--- src/rtl/cam_frame_ctrl.sv ---
// Capture sequencer: arms on command, aligns to a CAM_vsync rising edge, and gates the
// capture block's write strobe so that only whole frames reach the frame-buffer RAM.
module cam_frame_ctrl #(
    parameter int AW       = 15,
    parameter int DW       = 12,
    parameter int IMA_SIZE = 19200
) (
    input  logic          clk,
    input  logic          rst,
    input  logic          CAM_vsync,
    input  logic          cap_regW,
    input  logic [AW-1:0] cap_addr,
    input  logic [DW-1:0] cap_data,
    input  logic          cmd_start,
    input  logic          cmd_mode,
    input  logic          cmd_stop,
    input  logic          cmd_abort,
    output logic          mem_we,
    output logic [AW-1:0] mem_addr,
    output logic [DW-1:0] mem_data,
    output logic          busy,
    output logic          frame_done,
    output logic [7:0]    frame_cnt,
    output logic [AW:0]   px_cnt,
    output logic          err_short,
    output logic          err_long
);

    typedef enum logic [1:0] {S_IDLE, S_ARM, S_CAPTURE, S_DONE} state_t;

    localparam logic [AW:0] IMA_LIM = (AW+1)'(IMA_SIZE);

    state_t          state_q, state_d;
    logic            vs_q, vs_d;
    logic            mode_q, mode_d;
    logic            stop_q, stop_d;
    logic            mem_we_q, mem_we_d;
    logic [AW-1:0]   mem_addr_q, mem_addr_d;
    logic [DW-1:0]   mem_data_q, mem_data_d;
    logic            busy_q, busy_d;
    logic            frame_done_q, frame_done_d;
    logic [7:0]      frame_cnt_q, frame_cnt_d;
    logic [AW:0]     px_cnt_q, px_cnt_d;
    logic            err_short_q, err_short_d;
    logic            err_long_q, err_long_d;
    logic            vs_rise;

    assign vs_rise = CAM_vsync & ~vs_q;

    always_comb begin
        state_d      = state_q;
        vs_d         = CAM_vsync;
        mode_d       = mode_q;
        stop_d       = stop_q;
        mem_we_d     = 1'b0;
        mem_addr_d   = mem_addr_q;
        mem_data_d   = mem_data_q;
        frame_done_d = 1'b0;
        frame_cnt_d  = frame_cnt_q;
        px_cnt_d     = px_cnt_q;
        err_short_d  = err_short_q;
        err_long_d   = err_long_q;

        case (state_q)
            S_IDLE: begin
                if (cmd_start) begin
                    state_d = S_ARM;
                    mode_d  = cmd_mode;
                end
            end
            S_ARM: begin
                if (cmd_stop) begin
                    state_d = S_IDLE;
                end else if (vs_rise) begin
                    state_d     = S_CAPTURE;
                    px_cnt_d    = '0;
                    err_short_d = 1'b0;
                    err_long_d  = 1'b0;
                end
            end
            S_CAPTURE: begin
                if (cap_regW) begin
                    if (px_cnt_q < IMA_LIM) begin
                        mem_we_d   = 1'b1;
                        mem_addr_d = cap_addr;
                        mem_data_d = cap_data;
                        px_cnt_d   = px_cnt_q + 1'b1;
                    end else begin
                        err_long_d = 1'b1;
                    end
                end
                if (cmd_stop) begin
                    stop_d = 1'b1;
                end
                // A strobe coincident with the closing edge still counts toward this frame.
                if (vs_rise) begin
                    state_d      = S_DONE;
                    frame_done_d = 1'b1;
                    frame_cnt_d  = frame_cnt_q + 8'd1;
                    err_short_d  = (px_cnt_d < IMA_LIM);
                end
            end
            S_DONE: begin
                if (!mode_q || stop_q || cmd_stop) begin
                    state_d = S_IDLE;
                end else begin
                    // The edge that closed the last frame also opened this one.
                    state_d     = S_CAPTURE;
                    px_cnt_d    = '0;
                    err_short_d = 1'b0;
                    err_long_d  = 1'b0;
                end
            end
            default: state_d = S_IDLE;
        endcase

        if (cmd_abort) begin
            state_d      = S_IDLE;
            mode_d       = mode_q;
            mem_we_d     = 1'b0;
            mem_addr_d   = mem_addr_q;
            mem_data_d   = mem_data_q;
            frame_done_d = 1'b0;
            frame_cnt_d  = frame_cnt_q;
            px_cnt_d     = px_cnt_q;
            err_short_d  = err_short_q;
            err_long_d   = err_long_q;
        end

        if (state_d == S_IDLE) begin
            stop_d = 1'b0;
        end
        busy_d = (state_d != S_IDLE);
    end

    always_ff @(posedge clk) begin
        if (rst) begin
            state_q      <= S_IDLE;
            vs_q         <= 1'b0;
            mode_q       <= 1'b0;
            stop_q       <= 1'b0;
            mem_we_q     <= 1'b0;
            mem_addr_q   <= '0;
            mem_data_q   <= '0;
            busy_q       <= 1'b0;
            frame_done_q <= 1'b0;
            frame_cnt_q  <= '0;
            px_cnt_q     <= '0;
            err_short_q  <= 1'b0;
            err_long_q   <= 1'b0;
        end else begin
            state_q      <= state_d;
            vs_q         <= vs_d;
            mode_q       <= mode_d;
            stop_q       <= stop_d;
            mem_we_q     <= mem_we_d;
            mem_addr_q   <= mem_addr_d;
            mem_data_q   <= mem_data_d;
            busy_q       <= busy_d;
            frame_done_q <= frame_done_d;
            frame_cnt_q  <= frame_cnt_d;
            px_cnt_q     <= px_cnt_d;
            err_short_q  <= err_short_d;
            err_long_q   <= err_long_d;
        end
    end

    assign mem_we     = mem_we_q;
    assign mem_addr   = mem_addr_q;
    assign mem_data   = mem_data_q;
    assign busy       = busy_q;
    assign frame_done = frame_done_q;
    assign frame_cnt  = frame_cnt_q;
    assign px_cnt     = px_cnt_q;
    assign err_short  = err_short_q;
    assign err_long   = err_long_q;

endmodule

--- config.mk ---
export PLATFORM = sky130hd
export DESIGN_NAME = cam_frame_ctrl
export DESIGN_NICKNAME = d
export VERILOG_FILES = /design/src/rtl/cam_frame_ctrl.sv
export SDC_FILE = /design/constraint.sdc
export NUM_CORES = 1
export LEC_CHECK = 0
export CAP_MARGIN = 20
export CORE_UTILIZATION = 40
export CTS_CLUSTER_SIZE = 25
export DETAILED_ROUTE_END_ITERATION = 10
export PLACE_DENSITY_LB_ADDON = 0.1
export SYNTH_ARGS = -nofsm -noshare
export SYNTH_HDL_FRONTEND = slang
export SYNTH_SLANG_ARGS = --single-unit
export TNS_END_PERCENT = 20
--- constraint.sdc ---
create_clock -name clk -period 3.23 [get_ports clk]
set_input_delay 0.323 -clock clk [delete_from_list [all_inputs] [get_ports clk]]
set_output_delay 0.323 -clock clk [all_outputs]
set_load 0.02 [all_outputs]
# --- Word-level counts from Yosys, hierarchy flattened ---
# Cells that the tools add are included.
word_totals:
  regBits: 61
  output_inout_bits: 56
op_classes:
  addsub: 2
  order_cmp: 2
  eq_ne: 9
  n_mux: 24
  bitwise_logic: 5
  n_reduce_logical: 17
op_table:
  columns: ["cell", "n"]
  rows:
  - ["$mux W16", 6]
  - ["$pmux W16 S3", 1]
  - ["$lt A16 B15 Y1 const B", 2]
  - ["$add A16 B1 Y16 const B", 1]
  - ["$mux W2", 6]
  - ["$ne A2 B2 Y1 const B", 6]
  - ["$add A8 B1 Y8 const B", 1]
  - ["$mux W1", 8]
  - ["$pmux W2 S4", 1]
  - ["$reduce_and A7 Y1", 1]
  - ["$pmux W1 S3", 2]
  - ["$reduce_and A3 Y1", 2]
  - ["$reduce_and A6 Y1", 1]
  - ["$reduce_and A5 Y1", 1]
  - ["$eq A2 B2 Y1 const B", 2]
  - ["$logic_not A2 Y1", 2]
  - ["$not A1 Y1", 4]
  - ["$reduce_and A4 Y1", 1]
  - ["$reduce_or A4 Y1", 1]
  - ["$reduce_bool A3 Y1", 1]
  - ["$reduce_or A3 Y1", 1]
  - ["$eq A2 B1 Y1 const B", 1]
  - ["$logic_or A1 B1 Y1", 2]
  - ["$reduce_and A2 Y1", 1]
  - ["other kinds (4)", 4]

# --- Logic depth before layout (Yosys ltp) ---
depth:
  depth_word: 8
  mapped_depth: 7
  depth_no_buf: 6

# --- Worst setup path before layout ---
# Ideal clock, no wire load.
synth_timing:
  path_type: "flip-flop to flip-flop"
  start: "register state_q[0]"
  end: "register px_cnt_q[7] (netlist: px_cnt[7])"
  t_arrival_ns: 2.075
  required_time_ns: 3.159
  slack_ns: 1.084
  stages_incl_launch_ff: 6
  path_buffers: 0
  period_less_slack_ns: 2.146
  cell_sequence: "dfxtp_1 or3b_1 o211a_1 or4_1 or4b_1 a21oi_1"
synth_between:
  elab_chain_len: 3
  elab_cells_between_ends: 9
  cone_classes: "eq/ne: 6; mux: 1; reduce/logical: 2"
synth_lines:
  columns: ["item", "line_no", "source"]
  rows:
  - ["start: declaration", "33", "state_t state_q, state_d;"]
  - ["start signal: assignment", "152", "state_q <= state_d;"]
  - ["$eq A2 B2 Y1 / $eq A2 B1 Y1 (equally long branches)", "64", "case (state_q)"]
  - ["$ne A2 B2 Y1 (no source line) / $reduce_bool A3 Y1 (equally long branches)", null, null]
  - ["$reduce_and A5 Y1 (no source line)", null, null]
  - ["end signal: assignment", "162", "px_cnt_q <= px_cnt_d;"]
  - ["end: declaration", "43", "logic [AW:0] px_cnt_q, px_cnt_d;"]
# Parallel ways exist; a longest one is shown, timed or not.
# A chain may end at the register's enable or synchronous reset.

# --- Final worst setup path ---
layout_timing:
  start: "input cmd_abort"
  end: "register err_short_q (netlist: err_short)"
layout_between:
  elab_chain_len: 2
layout_lines:
  columns: ["item", "line_no", "source"]
  rows:
  - ["start: declaration", "17", "input logic cmd_abort,"]
  - ["$not A1 Y1 (no source line)", null, null]
  - ["$reduce_and A6 Y1 (no source line)", null, null]
  - ["end signal: assignment", "163", "err_short_q <= err_short_d;"]
  - ["end: declaration", "44", "logic err_short_q, err_short_d;"]
# No other way between the ends.

==> impl_metrics.xml <==
<?xml version="1.0" encoding="UTF-8"?>
<metrics>
  <group name="final_layout">
    <metric name="syn_to_final_growth" unit="%">44.9</metric>
    <metric name="net_count_of_the_finished_layout" unit="">454</metric>
    <metric name="layout-drive-gt1-share" unit="">0.0570</metric>
    <metric name="antenna_cells" unit="">0</metric>
    <metric name="final_area" unit="sq um">3840</metric>
  </group>
  <group name="setup_path">
    <metric name="worst-path-max-fanout" unit="">14</metric>
    <metric name="critical_path.n_buffers_inverters" unit="">1</metric>
    <metric name="crit_slowest_cell" unit="">sky130_fd_sc_hd__or3b_2</metric>
    <metric name="crit_path_frequent_cell" unit="">sky130_fd_sc_hd__a22oi_1</metric>
    <metric name="timing.critical_path.arrival" unit="ns">2.62</metric>
    <metric name="cp_data_required_time" unit="ns">3.49</metric>
    <metric name="cp_top_family" unit="">simple AND/OR/NAND/NOR gates</metric>
    <metric name="start_kind" unit="">input pin</metric>
    <metric name="crit_chain" unit="">clkdlybuf4s50_1 &gt; or3b_2 &gt; or3_1 &gt; o311ai_1 &gt; a22oi_1 &gt; a22oi_1</metric>
    <metric name="setup.worst_path.end_class" unit="">flop</metric>
    <metric name="max_stage_delay" unit="ns">0.70</metric>
    <metric name="critical_path_class" unit="">in2reg</metric>
  </group>
  <group name="synthesis">
    <metric name="ys_seq_area_frac" unit="">0.461</metric>
    <metric name="syn-instance-count" unit="">331</metric>
    <metric name="synth_top_cells_by_area" unit="">sky130_fd_sc_hd__dfxtp_1, sky130_fd_sc_hd__nand2_1, sky130_fd_sc_hd__a21oi_1, sky130_fd_sc_hd__nor2_1, sky130_fd_sc_hd__clkbuf_1</metric>
    <metric name="synth.net_count" unit="">368</metric>
    <metric name="netlist-cell-type-count" unit="">42</metric>
    <metric name="synthesis.area" unit="sq um">2650</metric>
    <metric name="yosys_most_used_dff" unit="">sky130_fd_sc_hd__dfxtp_1</metric>
    <metric name="synth_enable_flop_cells" unit="">0</metric>
    <metric name="synthesized_area_per_cell" unit="sq um">8.01</metric>
    <metric name="yosys_register_bits" unit="">61</metric>
    <metric name="yosysWarningCount" unit="">0</metric>
    <metric name="yosys.area.top_type_share" unit="">0.461</metric>
    <metric name="post-synth-top-area-cell" unit="">sky130_fd_sc_hd__dfxtp_1</metric>
    <metric name="synthArstFlopShare" unit="">0</metric>
  </group>
  <group name="clocking">
    <metric name="cts_made_buffers" unit="">9</metric>
    <metric name="worst_setup_hold_path_clk_slew" unit="ns">0.06</metric>
    <metric name="post-cts-setup-buffers" unit="">0</metric>
    <metric name="root_buffer" unit="">sky130_fd_sc_hd__clkbuf_8</metric>
    <metric name="cts_resized" unit="">0</metric>
    <metric name="holdBufCountCts" unit="">0</metric>
    <metric name="clock_sinks" unit="">61</metric>
    <metric name="clock_latency" unit="ns">0.34</metric>
    <metric name="tritoncts" unit="">built</metric>
    <metric name="cts_htree_levels" unit="">3</metric>
    <metric name="ctsLongestPathBuffers" unit="">2</metric>
  </group>
  <group name="floorplan">
    <metric name="rows" unit="">29</metric>
    <metric name="core_area" unit="sq um">6390</metric>
    <metric name="initial_core_utilization" unit="">0.415</metric>
    <metric name="die_h" unit="um">83.4</metric>
    <metric name="die_area" unit="sq um">6960</metric>
    <metric name="dieWidth" unit="um">83.4</metric>
    <metric name="ioPinCount" unit="">91</metric>
  </group>
  <group name="sta">
    <metric name="fmaxAchievable" unit="MHz">423</metric>
    <metric name="min_period_over_period" unit="">0.732</metric>
    <metric name="clock-skew-final" unit="ns">0.00855</metric>
    <metric name="final-hold-violation-count" unit="">0</metric>
    <metric name="rsz0062_at_grt" unit="">false</metric>
    <metric name="timing_worst_slew_pin_value" unit="ns">0.756</metric>
    <metric name="worst_slew_margin_rel" unit="">0.494</metric>
    <metric name="slew_viol_final" unit="">0</metric>
    <metric name="tns" unit="ns">0</metric>
    <metric name="setup_violations" unit="">0</metric>
    <metric name="finalWorstPathRequiredPeriod" unit="ns">2.37</metric>
  </group>
  <group name="grt">
    <metric name="grt_pass1_vias" unit="">2516</metric>
    <metric name="grt_start_max_net_pins" unit="">53</metric>
    <metric name="grt_first_pass_wirelength" unit="um">11800</metric>
    <metric name="grtUsageTotal" unit="">0.209</metric>
    <metric name="globalRoute.totalOverflow" unit="">0</metric>
    <metric name="antenna_found_initial" unit="">0</metric>
  </group>
  <group name="power_and_ir_drop">
    <metric name="power_density_normalized_to_cell_area" unit="nW/um^2">431</metric>
    <metric name="vdd.ir_drop.worst" unit="mV">0.353</metric>
    <metric name="power_leakage" unit="uW">0.00127</metric>
  </group>
  <group name="placed_design">
    <metric name="buffer_ports.inserted" unit="">90</metric>
    <metric name="detailed_place.area" unit="sq um">3610</metric>
    <metric name="routability_congestion_estimate_from_global_placement" unit="">0.831</metric>
    <metric name="hpwl_dp" unit="um">4770</metric>
  </group>
  <group name="detailed_routing">
    <metric name="vias_per_cell" unit="">5.39</metric>
    <metric name="route.final.wire_length" unit="um">7070</metric>
    <metric name="drt.antenna.violating_nets" unit="">0</metric>
    <metric name="drcViolationCount" unit="">0</metric>
    <metric name="detail_route.first_pass.iterations" unit="">4</metric>
    <metric name="routed_wire_length_per_instance" unit="um">14.2</metric>
    <metric name="vias" unit="">2685</metric>
    <metric name="detailedRoute.firstIterationViolations" unit="">143</metric>
  </group>
  <group name="worst_hold_path">
    <metric name="min_path_type" unit="">in2reg</metric>
  </group>
  <group name="run">
    <metric name="timing.max_cap.violations" unit="">0</metric>
  </group>
  <group name="status">
    <metric name="status" unit="">complete, no violations</metric>
  </group>
</metrics>
-- where the power goes --
part           internal (uW)  total [uW]  switching, uW
Combinational           57.6         103           45.9
Clock                    494         788            295
Sequential               758         763           4.96
-- routing by layer --
metal | share of wire | global-route usage | up-vias
met1 | 0.46 | 0.266 | 1253
met4 | 0.017 | 0.103 | 0
met5 | 0 | 0 | -
met2 | 0.47 | 0.336 | 69
met3 | 0.045 | 0.0457 | 11
li1 | - | - | 1352
-- final cells by class --
cell class	count	area [sq um]
Sequential cell	61	1220
Clock buffer	12	165
Fill cell	585	2540
Multi-Input combinational cell	244	1340
Timing Repair Buffer	95	933
Inverter	6	22.5
Clock inverter	3	67.6
Tap cell	77	96.3
-- layout by cell type (no fill, tap or decap), types with 3 or more instances in the layout --
cell type and count:
sky130_fd_sc_hd__nand3_1 7, sky130_fd_sc_hd__o211ai_1 3, sky130_fd_sc_hd__o21ai_0 14, sky130_fd_sc_hd__a21oi_1 46, sky130_fd_sc_hd__nor3_1 6, sky130_fd_sc_hd__nand2b_1 4
sky130_fd_sc_hd__a22oi_1 4, sky130_fd_sc_hd__nand2_1 68, sky130_fd_sc_hd__a31oi_1 4, sky130_fd_sc_hd__a211oi_1 3, sky130_fd_sc_hd__nand3b_1 3, sky130_fd_sc_hd__xor2_1 5
sky130_fd_sc_hd__dfxtp_1 61, sky130_fd_sc_hd__buf_4 5, sky130_fd_sc_hd__nand4_1 8, sky130_fd_sc_hd__nor4_1 4, sky130_fd_sc_hd__xnor2_1 3, sky130_fd_sc_hd__clkbuf_8 12
sky130_fd_sc_hd__nor2_1 20, sky130_fd_sc_hd__inv_1 6, sky130_fd_sc_hd__clkdlybuf4s50_1 89, sky130_fd_sc_hd__or4_1 7, sky130_fd_sc_hd__or3_1 5, sky130_fd_sc_hd__o31ai_1 3
-- synthesized netlist by cell type, types with 3 or more instances --
library cell / number
sky130_fd_sc_hd__a211oi_1: 3
sky130_fd_sc_hd__a21oi_1: 46
sky130_fd_sc_hd__a22oi_1: 4
sky130_fd_sc_hd__a31oi_1: 4
sky130_fd_sc_hd__clkbuf_1: 20
sky130_fd_sc_hd__dfxtp_1: 61
sky130_fd_sc_hd__inv_1: 6
sky130_fd_sc_hd__nand2_1: 68
sky130_fd_sc_hd__nand2b_1: 4
sky130_fd_sc_hd__nand3_1: 7
sky130_fd_sc_hd__nand3b_1: 3
sky130_fd_sc_hd__nand4_1: 8
sky130_fd_sc_hd__nor2_1: 21
sky130_fd_sc_hd__nor3_1: 6
sky130_fd_sc_hd__nor4_1: 4
sky130_fd_sc_hd__o211ai_1: 3
sky130_fd_sc_hd__o21ai_0: 14
sky130_fd_sc_hd__o31ai_1: 3
sky130_fd_sc_hd__or3_1: 5
sky130_fd_sc_hd__or4_1: 7
sky130_fd_sc_hd__xnor2_1: 3
sky130_fd_sc_hd__xor2_1: 5
-- registers in the layout, summed over array words and instances, names as in the netlist --
signal,flops
mem_we,1
vs_q,1
mode_q,1
busy,1
err_long,1
frame_done,1
mem_data,12
frame_cnt,8
stop_q,1
err_short,1
state_q,2
mem_addr,15
px_cnt,16
-- cells by family (layout without fill, tap and decap cells) --
logic type               Yosys count  in the layout  share of synthesized area
AO/OA/AOI/OAI                     89             89                      0.199
XOR/XNOR                           8              8                     0.0264
adder cells (fa/ha/maj)            2              2                    0.00944
buffers and inverters             26            116                     0.0368
flip-flops                        61             61                      0.461
multiplexers                       1              1                    0.00378
AND/OR/NAND/NOR                  144            144                      0.264
-- worst paths after layout --
path                            startpoint                  endpoint  slack (ns)  cells past startpoint
setup / recovery                 cmd_abort    err_short$_SDFFE_PP0P_        0.86                      6
hold / removal                         rst    err_short$_SDFFE_PP0P_        0.33                      4
setup reg to reg     state_q[0]$_SDFF_PP0_    px_cnt[7]$_SDFFE_PP0P_        0.93                      5
hold reg to reg   mem_data[4]$_SDFFE_PP0P_  mem_data[4]$_SDFFE_PP0P_        0.45                      2
-- tightest hold or removal path: stages --
cell and delay [ns]:
sky130_fd_sc_hd__buf_2 0.09, sky130_fd_sc_hd__inv_1 0.07, sky130_fd_sc_hd__nand2_1 0.06, sky130_fd_sc_hd__a22oi_1 0.07
-- per-stage QoR --
stage                util  setup WS (ns)  hold WS (ns)  cells  power, uW
CTS                 0.601          0.905         0.315    498       1670
detailed placement  0.565          0.563         0.446    483        883
finish              0.601          0.864         0.330    498       1650
floorplan               -           1.08         0.430    331        822
global placement    0.565          0.624         0.441    483        882
global route        0.601          0.757         0.357    498       1720
Note: power is estimated with default switching activity, not from simulation.
